--- config.mk ---
export PLATFORM = sky130hd
export DESIGN_NAME = sysbus_arbiter
export DESIGN_NICKNAME = d
export VERILOG_FILES = /design/src/rtl/sysbus_arbiter.sv
export SDC_FILE = /design/constraint.sdc
export NUM_CORES = 1
export LEC_CHECK = 0
export BUFFER_PORTS_ARGS = -buffer_cell sky130_fd_sc_hd__buf_4
export CORE_AREA = 2 2 183 185
export DETAILED_ROUTE_END_ITERATION = 10
export DIE_AREA = 0 0 185 187
export PLACE_DENSITY = 0.31
export SYNTH_ARGS = -nofsm -noshare
export SYNTH_HDL_FRONTEND = slang
export SYNTH_SLANG_ARGS = --single-unit
export TNS_END_PERCENT = 5
--- constraint.sdc ---
create_clock -name clk -period 3.4 [get_ports clk]
set_input_delay 0.34 -clock clk [delete_from_list [all_inputs] [get_ports clk]]
set_output_delay 0.34 -clock clk [all_outputs]
set_load 0.02 [all_outputs]
--- src/rtl/sysbus_arbiter.sv ---
// Round-robin arbiter sharing one Sysbus port between instruction fetch (ic_*) and data cache
// (dc_*). The bus is held for a whole transaction: address beat, then write data or read beats.
module sysbus_arbiter #(
  parameter int unsigned BUS_DATA_WIDTH = 64,
  parameter int unsigned BUS_TAG_WIDTH  = 13,
  parameter int unsigned BEATS          = 8
) (
  input  logic                      clk,
  input  logic                      reset,

  input  logic                      ic_reqcyc,
  input  logic [BUS_DATA_WIDTH-1:0] ic_req,
  input  logic [BUS_TAG_WIDTH-1:0]  ic_reqtag,
  output logic                      ic_reqack,
  output logic                      ic_respcyc,
  output logic [BUS_DATA_WIDTH-1:0] ic_resp,
  output logic [BUS_TAG_WIDTH-1:0]  ic_resptag,
  input  logic                      ic_respack,

  input  logic                      dc_reqcyc,
  input  logic [BUS_DATA_WIDTH-1:0] dc_req,
  input  logic [BUS_TAG_WIDTH-1:0]  dc_reqtag,
  output logic                      dc_reqack,
  output logic                      dc_respcyc,
  output logic [BUS_DATA_WIDTH-1:0] dc_resp,
  output logic [BUS_TAG_WIDTH-1:0]  dc_resptag,
  input  logic                      dc_respack,

  output logic                      bus_reqcyc,
  output logic [BUS_DATA_WIDTH-1:0] bus_req,
  output logic [BUS_TAG_WIDTH-1:0]  bus_reqtag,
  input  logic                      bus_reqack,
  input  logic                      bus_respcyc,
  input  logic [BUS_DATA_WIDTH-1:0] bus_resp,
  input  logic [BUS_TAG_WIDTH-1:0]  bus_resptag,
  output logic                      bus_respack
);

  localparam int unsigned CntW = $clog2(BEATS) + 1;

  localparam logic [1:0] StIdle  = 2'd0;
  localparam logic [1:0] StAddr  = 2'd1;
  localparam logic [1:0] StWdata = 2'd2;
  localparam logic [1:0] StResp  = 2'd3;

  logic [1:0]      state_q, state_d;
  logic            owner_q, owner_d;  // 0 = ic, 1 = dc
  logic            rr_q, rr_d;        // requester favoured on the next tie
  logic [CntW-1:0] count_q, count_d;

  logic                      own_reqcyc;
  logic [BUS_DATA_WIDTH-1:0] own_req;
  logic [BUS_TAG_WIDTH-1:0]  own_reqtag;
  logic                      own_respack;
  logic                      last_beat;
  logic                      req_fwd;
  logic                      resp_fwd;

  assign own_reqcyc  = owner_q ? dc_reqcyc  : ic_reqcyc;
  assign own_req     = owner_q ? dc_req     : ic_req;
  assign own_reqtag  = owner_q ? dc_reqtag  : ic_reqtag;
  assign own_respack = owner_q ? dc_respack : ic_respack;
  assign last_beat   = (count_q == CntW'(BEATS - 1));

  always_comb begin
    state_d = state_q;
    owner_d = owner_q;
    rr_d    = rr_q;
    count_d = count_q;
    unique case (state_q)
      StIdle: begin
        if (ic_reqcyc || dc_reqcyc) begin
          owner_d = (ic_reqcyc && dc_reqcyc) ? rr_q : dc_reqcyc;
          rr_d    = ~owner_d;
          state_d = StAddr;
        end
      end
      StAddr: begin
        if (bus_reqack) begin
          count_d = '0;
          state_d = own_reqtag[BUS_TAG_WIDTH-1] ? StWdata : StResp;
        end
      end
      StWdata: begin
        if (own_reqcyc && bus_reqack) begin
          count_d = count_q + 1'b1;
          if (last_beat) state_d = StIdle;
        end
      end
      StResp: begin
        if (bus_respcyc && own_respack) begin
          count_d = count_q + 1'b1;
          if (last_beat) state_d = StIdle;
        end
      end
      default: state_d = StIdle;
    endcase
  end

  // Everything facing a client or the bus is decoded from state, so reset zeroes it at once.
  always_comb begin
    bus_reqcyc  = 1'b0;
    bus_req     = '0;
    bus_reqtag  = '0;
    bus_respack = 1'b0;
    req_fwd     = 1'b0;
    resp_fwd    = 1'b0;
    unique case (state_q)
      StAddr: begin
        bus_reqcyc = 1'b1;
        bus_req    = own_req;
        bus_reqtag = own_reqtag;
        req_fwd    = bus_reqack;
      end
      StWdata: begin
        bus_reqcyc = own_reqcyc;
        bus_req    = own_req;
        bus_reqtag = own_reqtag;
        req_fwd    = bus_reqack;
      end
      StResp: begin
        bus_respack = own_respack;
        resp_fwd    = 1'b1;
      end
      default: ;
    endcase
  end

  assign ic_reqack  = req_fwd & ~owner_q;
  assign dc_reqack  = req_fwd & owner_q;
  assign ic_respcyc = resp_fwd & ~owner_q & bus_respcyc;
  assign dc_respcyc = resp_fwd & owner_q & bus_respcyc;
  assign ic_resp    = (resp_fwd && !owner_q) ? bus_resp    : '0;
  assign ic_resptag = (resp_fwd && !owner_q) ? bus_resptag : '0;
  assign dc_resp    = (resp_fwd && owner_q)  ? bus_resp    : '0;
  assign dc_resptag = (resp_fwd && owner_q)  ? bus_resptag : '0;

  always_ff @(posedge clk or negedge reset) begin
    if (!reset) begin
      state_q <= StIdle;
      owner_q <= 1'b0;
      rr_q    <= 1'b0;
      count_q <= '0;
    end else begin
      state_q <= state_d;
      owner_q <= owner_d;
      rr_q    <= rr_d;
      count_q <= count_d;
    end
  end

endmodule

==> impl_metrics.ini, run 1 <==
[logic_synthesis]
yosys-top-cells-area = mux2i_1, nor2b_1, and2_1
synth-seq-cells = 8
synth_area_sq_um = 2980
syn_area_per_cell_sq_um = 7.19
yosysUniqueCellTypes = 26
synth_top_area_share_pct = 26.6
synth_cells = 414
ys_warn_count = 0
synth-seq-area-share_pct = 6.72
synthesis.nets = 659
synth_top_area_cell = mux2i_1

[clock_network]
cts-root-buf = clkbuf_16
htree_levels = 1
cts_setup_buffers = 0
post_cts_resize_count = 0
clock_path_buffers = 2
cts_tree = done
numCtsBuffers = 3
clk_pin_slew_worst_paths_ns = 0.04
ctsHoldBuffers = 1
insertion_delay_ns = 0.24
cts_sinks = 8

[timing]
setup_slack_ns = 0.814
fin_crit_ns = 2.59
setup-tns-final_ns = 0
fin_worst_skew_ns = 0.00319
tightestPinTransition_ns = 0.721
drv_slew = 0
rsz0062_at_grt = false
fin_crit_sh_pct = 76.1
fmax_mhz = 387
hold_viol = 0
setup_violations = 0
slew_headroom_pct = 52.0

[floorplanning]
chipHeight_microns = 187
core-area_sq_um = 32900
pin_count = 476
start_util_pct = 9.06
die_w_microns = 185
rows = 67
die_area_sq_um = 34600

[critical_path]
crit_path_end_kind = output pin
cp.required_ns = 3.06
cp_cell_sequence = buf_12 -> mux2i_1 -> nor2b_1 -> buf_4
worstPathMaxFanout = 113
slowest_stage = dfrtp_4
crit_family = flip-flops
cp-start-kind = flop
worst_ep_arrival_time_ns = 2.25
critPathBufInv = 2
criticalPathCategory = flop to output pin
max_stage_delay_ns = 0.85

[power]
p_leak_nw = 4.09
irDropWorstVdd_v = 0.000433
p_per_area_nw_per_um2 = 752

[detailed_routing]
wl_per_cell_microns = 18.8
dr.first_iter.drc_count = 71
drc = 0
ant_nets = 0
drt-total-wl_mm = 24.6
drt-pass1-iter-count = 4
viasPerCell = 3.56
vias = 4642

[place]
gp_congestion = 0.759
portBuffers = 475
dp_hpwl_mm = 20.8
place_ws_ns = 1.01

[grt]
grt_pass1_wl_mm = 33.5
grt_max_degree = 114
grt_antenna_before_repair = 0
grt_usage_pct = 13.1
grt_pass1_vias = 4783
grt_overflow = 0

[min_path]
hold_class = input port to flop

[cells_and_area]
antenna_cells = 0
layout-drive-gt1-share_pct = 57.7
area_growth_pct = 138
nets = 1101

[run]
max_cap_violations = 0

[status]
outcome = finished clean
## flip-flops by register name, summed over array words and instances (netlist names)
register	flops
owner_q	1
state_q	2
count_q	4
rr_q	1
## stage by stage
stage	util, %	hold slack, ns	cells	total power, mW	instance area [sq um]
floorplan	-	0.0444	414	3.12	2980
global placement	21.3	0.171	1298	5.26	7000
detailed placement	21.3	0.173	1298	5.18	7000
CTS	21.6	0.331	1303	5.42	7090
global route	21.6	0.341	1303	5.73	7090
finish	21.6	0.327	1303	5.33	7090
## worst paths after layout
kind	start	to	slack [ns]	cells past startpoint
hold reg to reg	rr_q	rr_q	0.49	1
hold / removal	ic_reqcyc	owner_q	0.33	2
min in group asynchronous	reset	count_q[3]	0.49	2
setup reg to reg	state_q[0]	count_q[1]	1.20	5
max in group asynchronous	reset	owner_q	2.76	2
setup / recovery	owner_q	bus_req[55]	0.81	4
## routing by layer
layer  vias up  GRT usage (%)  part of all wire, %
met3         6           3.72                  9.6
met1      2081           14.4                   38
met5         -              0                    0
met2       280           25.3                   52
met4         0           1.40                 0.45
li1       2275              -                    -
## cell type report
type / count / area (sq um)
clock buffers: 4 / 78.8
fillers: 3766 / 25800
inverters: 5 / 18.8
multi-input cells: 357 / 2590
flip-flops and latches: 8 / 204
well taps: 448 / 561
repair buffers: 481 / 3640
## logic make-up (layout without fill, tap and decap cells)
logic type | Yosys count | count (layout) | synth area share, %
multiplexers | 83 | 83 | 28.4
flip-flops | 8 | 8 | 6.72
buffers and inverters | 49 | 490 | 6.76
adder cells (fa/ha/maj) | 6 | 6 | 2.52
AND/OR/NAND/NOR | 254 | 254 | 52.7
AO/OA/AOI/OAI | 14 | 14 | 2.86
## cells in the final DEF, fill, tap and decap left out, types with 3 or more instances in the layout
cell type  count
ha_1           4
nand3_1        3
clkbuf_16      3
inv_1          5
mux2i_1       79
mux2_4         3
nor2_1         4
a21oi_1        6
buf_4        478
nor2b_1       79
nand2_1        4
and3_1        79
dfrtp_1        7
and2_1        79
## power by group
part,leakage [nW],switching (mW),internal [mW],total (mW)
Combinational,3.96,2.68,2.16,4.84
Sequential,0.101,0.145,0.135,0.281
Clock,0.0382,0.0523,0.157,0.209
Total,4.09,2.88,2.45,5.33
## synthesized netlist by cell type (all sizes together)
cell type  count
nand2          4
buf            9
and3          79
inv            5
nand4          1
and3b          1
o21bai         1
mux2           4
nor2           4
nor2b         80
mux2i         79
a31oi          2
a21oi          6
nor3           2
clkbuf        35
o21ai          2
nand3          3
or2            1
a22o           2
o21a           1
ha             6
and2          79
dfrtp          8
## worst register-to-register path, cell delays in order (launching register included)
cell and delay (ns):
dfrtp_1 0.40, ha_2 0.21, buf_4 0.57, o21ai_1 0.30, and3b_4 0.30, mux2_4 0.30
No activity file was read; power rests on OpenSTA's default activity.
==> inputs of run 2 (changes only) <==
CORE_AREA = 2 2 187 189   (was 2 2 183 185)
DIE_AREA = 0 0 189 191   (was 0 0 185 187)
PLACE_DENSITY = 0.3   (was 0.31)
clock period = 2.6 ns   (was 3.4 ns; I/O delays follow)
==> run 2 against run 1 <==
Hold slack got worse by 0.086 ns; combinational power rose by 35%; total power increased by 32%; cell area is 0.62% higher; global-route usage is 1.3 points lower; non-clock buffer count is 3 higher; clock skew is essentially flat.
==> impl_metrics.ini, run 2 (synthesis gave the netlist of run 1 again) <==
[timing]
setup_violations = 0
slew_headroom_pct = 62.7
whs_ns = 0.241
hold_viol = 0
fmax_mhz = 440
rsz0062_at_grt = false
drv_slew = 0
fin_crit_sh_pct = 87.4
tightestPinTransition_ns = 0.559
setup-tns-final_ns = 0
setup_slack_ns = 0.328
fin_crit_ns = 2.27
fin_worst_skew_ns = 0.00352

[floorplanning]
rows = 68
core-area_sq_um = 34100
chipHeight_microns = 191
start_util_pct = 8.73
die_area_sq_um = 36100
pin_count = 476
die_w_microns = 189

[grt]
grt_max_degree = 64
grt_overflow = 0
grt_usage_pct = 11.9
grt_pass1_vias = 4750
grt_pass1_wl_mm = 32.2
grt_antenna_before_repair = 0

[critical_path]
cpMostUsedCell = buf_4
criticalPathCategory = flop to output pin
worst_ep_arrival_time_ns = 2.01
slowest_stage = buf_4
cp_cell_sequence = ha_2 -> buf_4 -> buf_4 -> and3_1 -> buf_4
r2r.worst_path.cells = 6
cp-start-kind = flop
worstReg2RegEnd = state_q[1]
critPathBufInv = 3
crit_path_end_kind = output pin
cp.required_ns = 2.34
reg2reg_slack_ns = 0.73
max_stage_delay_ns = 0.49
worstPathMaxFanout = 63
crit_family = buffers and inverters
rr_startpoint = state_q[0]

[place]
dp_hpwl_mm = 19.4
place_ws_ns = 0.572
portBuffers = 475
gp_congestion = 0.763

[clock_network]
cts_tree = done
cts_sinks = 8
post_cts_resize_count = 0
clk_pin_slew_worst_paths_ns = 0.04
numCtsBuffers = 3
cts-root-buf = clkbuf_16
clock_path_buffers = 2
htree_levels = 1
insertion_delay_ns = 0.24

[run]
max_cap_violations = 0

[cells_and_area]
antenna_cells = 0
largest_register = count_q
layout_common_cells = buf_4, mux2i_1, nor2b_1, and3_1, and2_1
area_growth_pct = 140
layout-drive-gt1-share_pct = 57.8
nets = 1104
final_common_cell = buf_4
largest_reg_flops = 4
largest_registers = count_q x4, state_q x2

[detailed_routing]
drt-total-wl_mm = 23.0
drc = 0
ant_nets = 0
drt-pass1-iter-count = 4
viasPerCell = 3.54
dr.first_iter.drc_count = 133
wl_per_cell_microns = 17.5
vias = 4652

[status]
outcome = finished clean

[power]
power_mw = 7.06
p_leak_nw = 4.12
irDropWorstVdd_v = 0.000490
p_per_area_nw_per_um2 = 990

[min_path]
min_from = ic_reqcyc
hold_class = input port to flop
holdPathEnd = owner_q
holdPathStages = 2
-- run 2: cell types whose count changed in the layout (fill, tap and decap cells not counted), sizes merged --
cell / delta
buf: +3
-- run 2: worst max path at each step --
| stage | startpoint | depth (start not counted) | end |
|---|---|---|---|
| finish | state_q[1] | 5 | dc_resp[20] |
| detailed placement | state_q[1] | 5 | dc_resp[20] |
| floorplan | state_q[0] | 5 | ic_resp[55] |
| global route | state_q[1] | 5 | dc_resp[20] |
| global placement | state_q[0] | 5 | dc_resp[20] |
| CTS | state_q[1] | 5 | dc_resp[20] |
-- run 2: routing by layer --
metal  vias up  share of wire, %  GRT usage (%)
met1      2062                38           13.3
met2       299                51           22.3
li1       2280                 -              -
met3        11                10           3.36
met4         0               1.0           2.07
met5         -                 0              0
-- run 2: what timing repair did --
action	CTS	global route
hold buffers	1	0
endpoints found under the hold margin	8	0
buffers inserted	0	0
-- run 2: layout make-up --
cell class / count / area [sq um]
well taps: 455 / 569
multi-input cells: 357 / 2590
inverters: 5 / 18.8
repair buffers: 484 / 3670
flip-flops and latches: 8 / 204
clock buffers: 4 / 78.8
fillers: 3928 / 27000
-- run 2: worst register-to-register path, cell delays in order (launching register included) --
cell     delay [ns]
dfrtp_1        0.41
ha_2           0.22
buf_4          0.19
or2_2          0.34
o21ai_0        0.09
nand4_1        0.18
mux2_2         0.32
-- run 2: power by group --
group          switching (mW)  internal [mW]  leakage [nW]  total [mW]
clock                  0.0672          0.205        0.0382       0.272
combinational            3.61           2.90          3.98        6.51
sequential             0.0954          0.179         0.101       0.274
total                    3.77           3.29          4.12        7.06
-- run 2: per-stage QoR --
stage | instances | area (sq um) | utilization, %
CTS | 1313 | 7130 | 20.9
global route | 1313 | 7130 | 20.9
global placement | 1308 | 7040 | 20.6
finish | 1313 | 7130 | 20.9
floorplan | 414 | 2980 | -
detailed placement | 1308 | 7040 | 20.6
==> inputs of run 3 (changes only) <==
==> constraint.sdc (replaced) <==
create_clock -name clk -period 2.6 [get_ports clk]
set_input_delay 0.13 -clock clk [delete_from_list [all_inputs] [get_ports clk]]
set_output_delay 0.13 -clock clk [all_outputs]
set_load 0.02 [all_outputs]
==> run 3 against run 2 <==
Global-route usage is 0.26 points higher; non-clock buffer count is 1 lower; via count is 0.62% lower; cell count hardly changed; sequential share of layout area hardly changed; critical path type unchanged.
==> impl_metrics.ini, run 3 (synthesis gave the netlist of run 1 again) <==
[critical_path]
worstPathMaxFanout = 44
cp.required_ns = 2.47
cp-start-kind = flop
crit_path_end_kind = output pin
worst_ep_arrival_time_ns = 1.97
criticalPathCategory = flop to output pin

[grt]
grt_usage_pct = 12.1
grt_pass1_vias = 4728
grt_overflow = 0
grt_max_degree = 77
grt_antenna_before_repair = 2
grt_pass1_wl_mm = 32.7

[power]
internal-power_mw = 3.27
seqPwrFrac_pct = 3.5
p_leak_nw = 4.11
irDropWorstVdd_v = 0.000452
power_mw = 7.04
p_switching_mw = 3.77
sw_frac_of_total_pct = 53.5
p_per_area_nw_per_um2 = 988
power_frac_comb_pct = 92.7
power.share.clock_pct = 3.8

[min_path]
hold_class = input port to flop

[floorplanning]
rows = 68
core-area_sq_um = 34100
die_w_microns = 189
pin_count = 476
die_area_sq_um = 36100
chipHeight_microns = 191
start_util_pct = 8.73

[detailed_routing]
ant_nets = 0
drc = 0
viasPerCell = 3.52
vias = 4623
wl_per_cell_microns = 18.0
dr.first_iter.drc_count = 81
drt-total-wl_mm = 23.6
drt-pass1-iter-count = 4

[timing]
setup_violations = 0
hold_viol = 0
tightestPinTransition_ns = 0.667
rsz0062_at_grt = false
fin_crit_ns = 2.10
fin_crit_sh_pct = 80.9
drv_slew = 0
setup-tns-final_ns = 0
fin_worst_skew_ns = 0.00269
fmax_mhz = 475
slew_headroom_pct = 55.6

[cells_and_area]
fin_area_sq_um = 7130
final_common_cell = buf_4
final_cells = 1312
antenna_cells = 0
fill_cells = 3900
largest_registers = count_q x4, state_q x2
largest_register = count_q
layout-drive-gt1-share_pct = 57.8
area_growth_pct = 139
largest_reg_flops = 4
multiInputGateArea_sq_um = 2590
nets = 1103
layout_common_cells = buf_4, mux2i_1, nor2b_1, and3_1, and2_1
seqCellArea_sq_um = 204

[clock_network]
clk_pin_slew_worst_paths_ns = 0.04
clock_path_buffers = 2
cts_sinks = 8
cts_tree = done
numCtsBuffers = 3
post_cts_resize_count = 0
htree_levels = 1
cts-root-buf = clkbuf_16
cts_setup_buffers = 0
ctsHoldBuffers = 1
insertion_delay_ns = 0.23

[place]
dp_hpwl_mm = 20.0
gp_congestion = 0.756
dp_cells = 1307
portBuffers = 475
place_area_sq_um = 7040

[run]
max_cap_violations = 0

[status]
outcome = finished clean
==> run 3: cell type report <==
type / count / share of cell area [%]
repair buffers: 483 / 51.4
multi-input cells: 357 / 36.3
well taps: 455 / 7.99
flip-flops and latches: 8 / 2.86
clock buffers: 4 / 1.11
inverters: 5 / 0.263
==> run 3: final timing paths <==
check                                    to        from  slack [ns]  cells past startpoint
worst min register to register         rr_q        rr_q        0.49                      1
min in group asynchronous           owner_q       reset        0.29                      2
max in group asynchronous           owner_q       reset        2.16                      2
worst min-delay path                owner_q   ic_reqcyc        0.11                      2
worst max-delay path            ic_resp[43]  state_q[1]        0.50                      5
worst max register to register   count_q[1]  state_q[0]        0.78                      6
==> run 3: critical path: stages (launching register included) <==
cell and delay, ns:
dfrtp_1 0.39, ha_2 0.28, nor2b_4 0.49, buf_12 0.26, and2_1 0.16, buf_4 0.14
==> run 3: stage by stage <==
stage	util (%)	setup slack (ns)	hold slack, ns
2_1_floorplan	-	0.878	-0.166
3_3_place_gp	20.6	0.629	-0.0348
3_5_place_dp	20.6	0.606	-0.0382
4_1_cts	20.9	0.362	0.115
5_1_grt	20.9	0.280	0.124
6_report	20.9	0.496	0.111
==> run 3: power by group through the flow <==
stage / combinational (mW) / clock [mW] / sequential (mW)
after floorplan: 3.88 / 0 / 0.206
after global placement: 6.79 / 0 / 0.249
after detailed placement: 6.67 / 0 / 0.248
after CTS: 6.71 / 0.273 / 0.248
after global routing: 7.08 / 0.285 / 0.255
final: 6.52 / 0.270 / 0.247
==> run 3: metal layers <==
metal	part of all wire [%]	track usage, %
met5	0.055	0
met4	0.92	1.68
met3	11	4.19
met2	53	23.6
met1	35	12.7
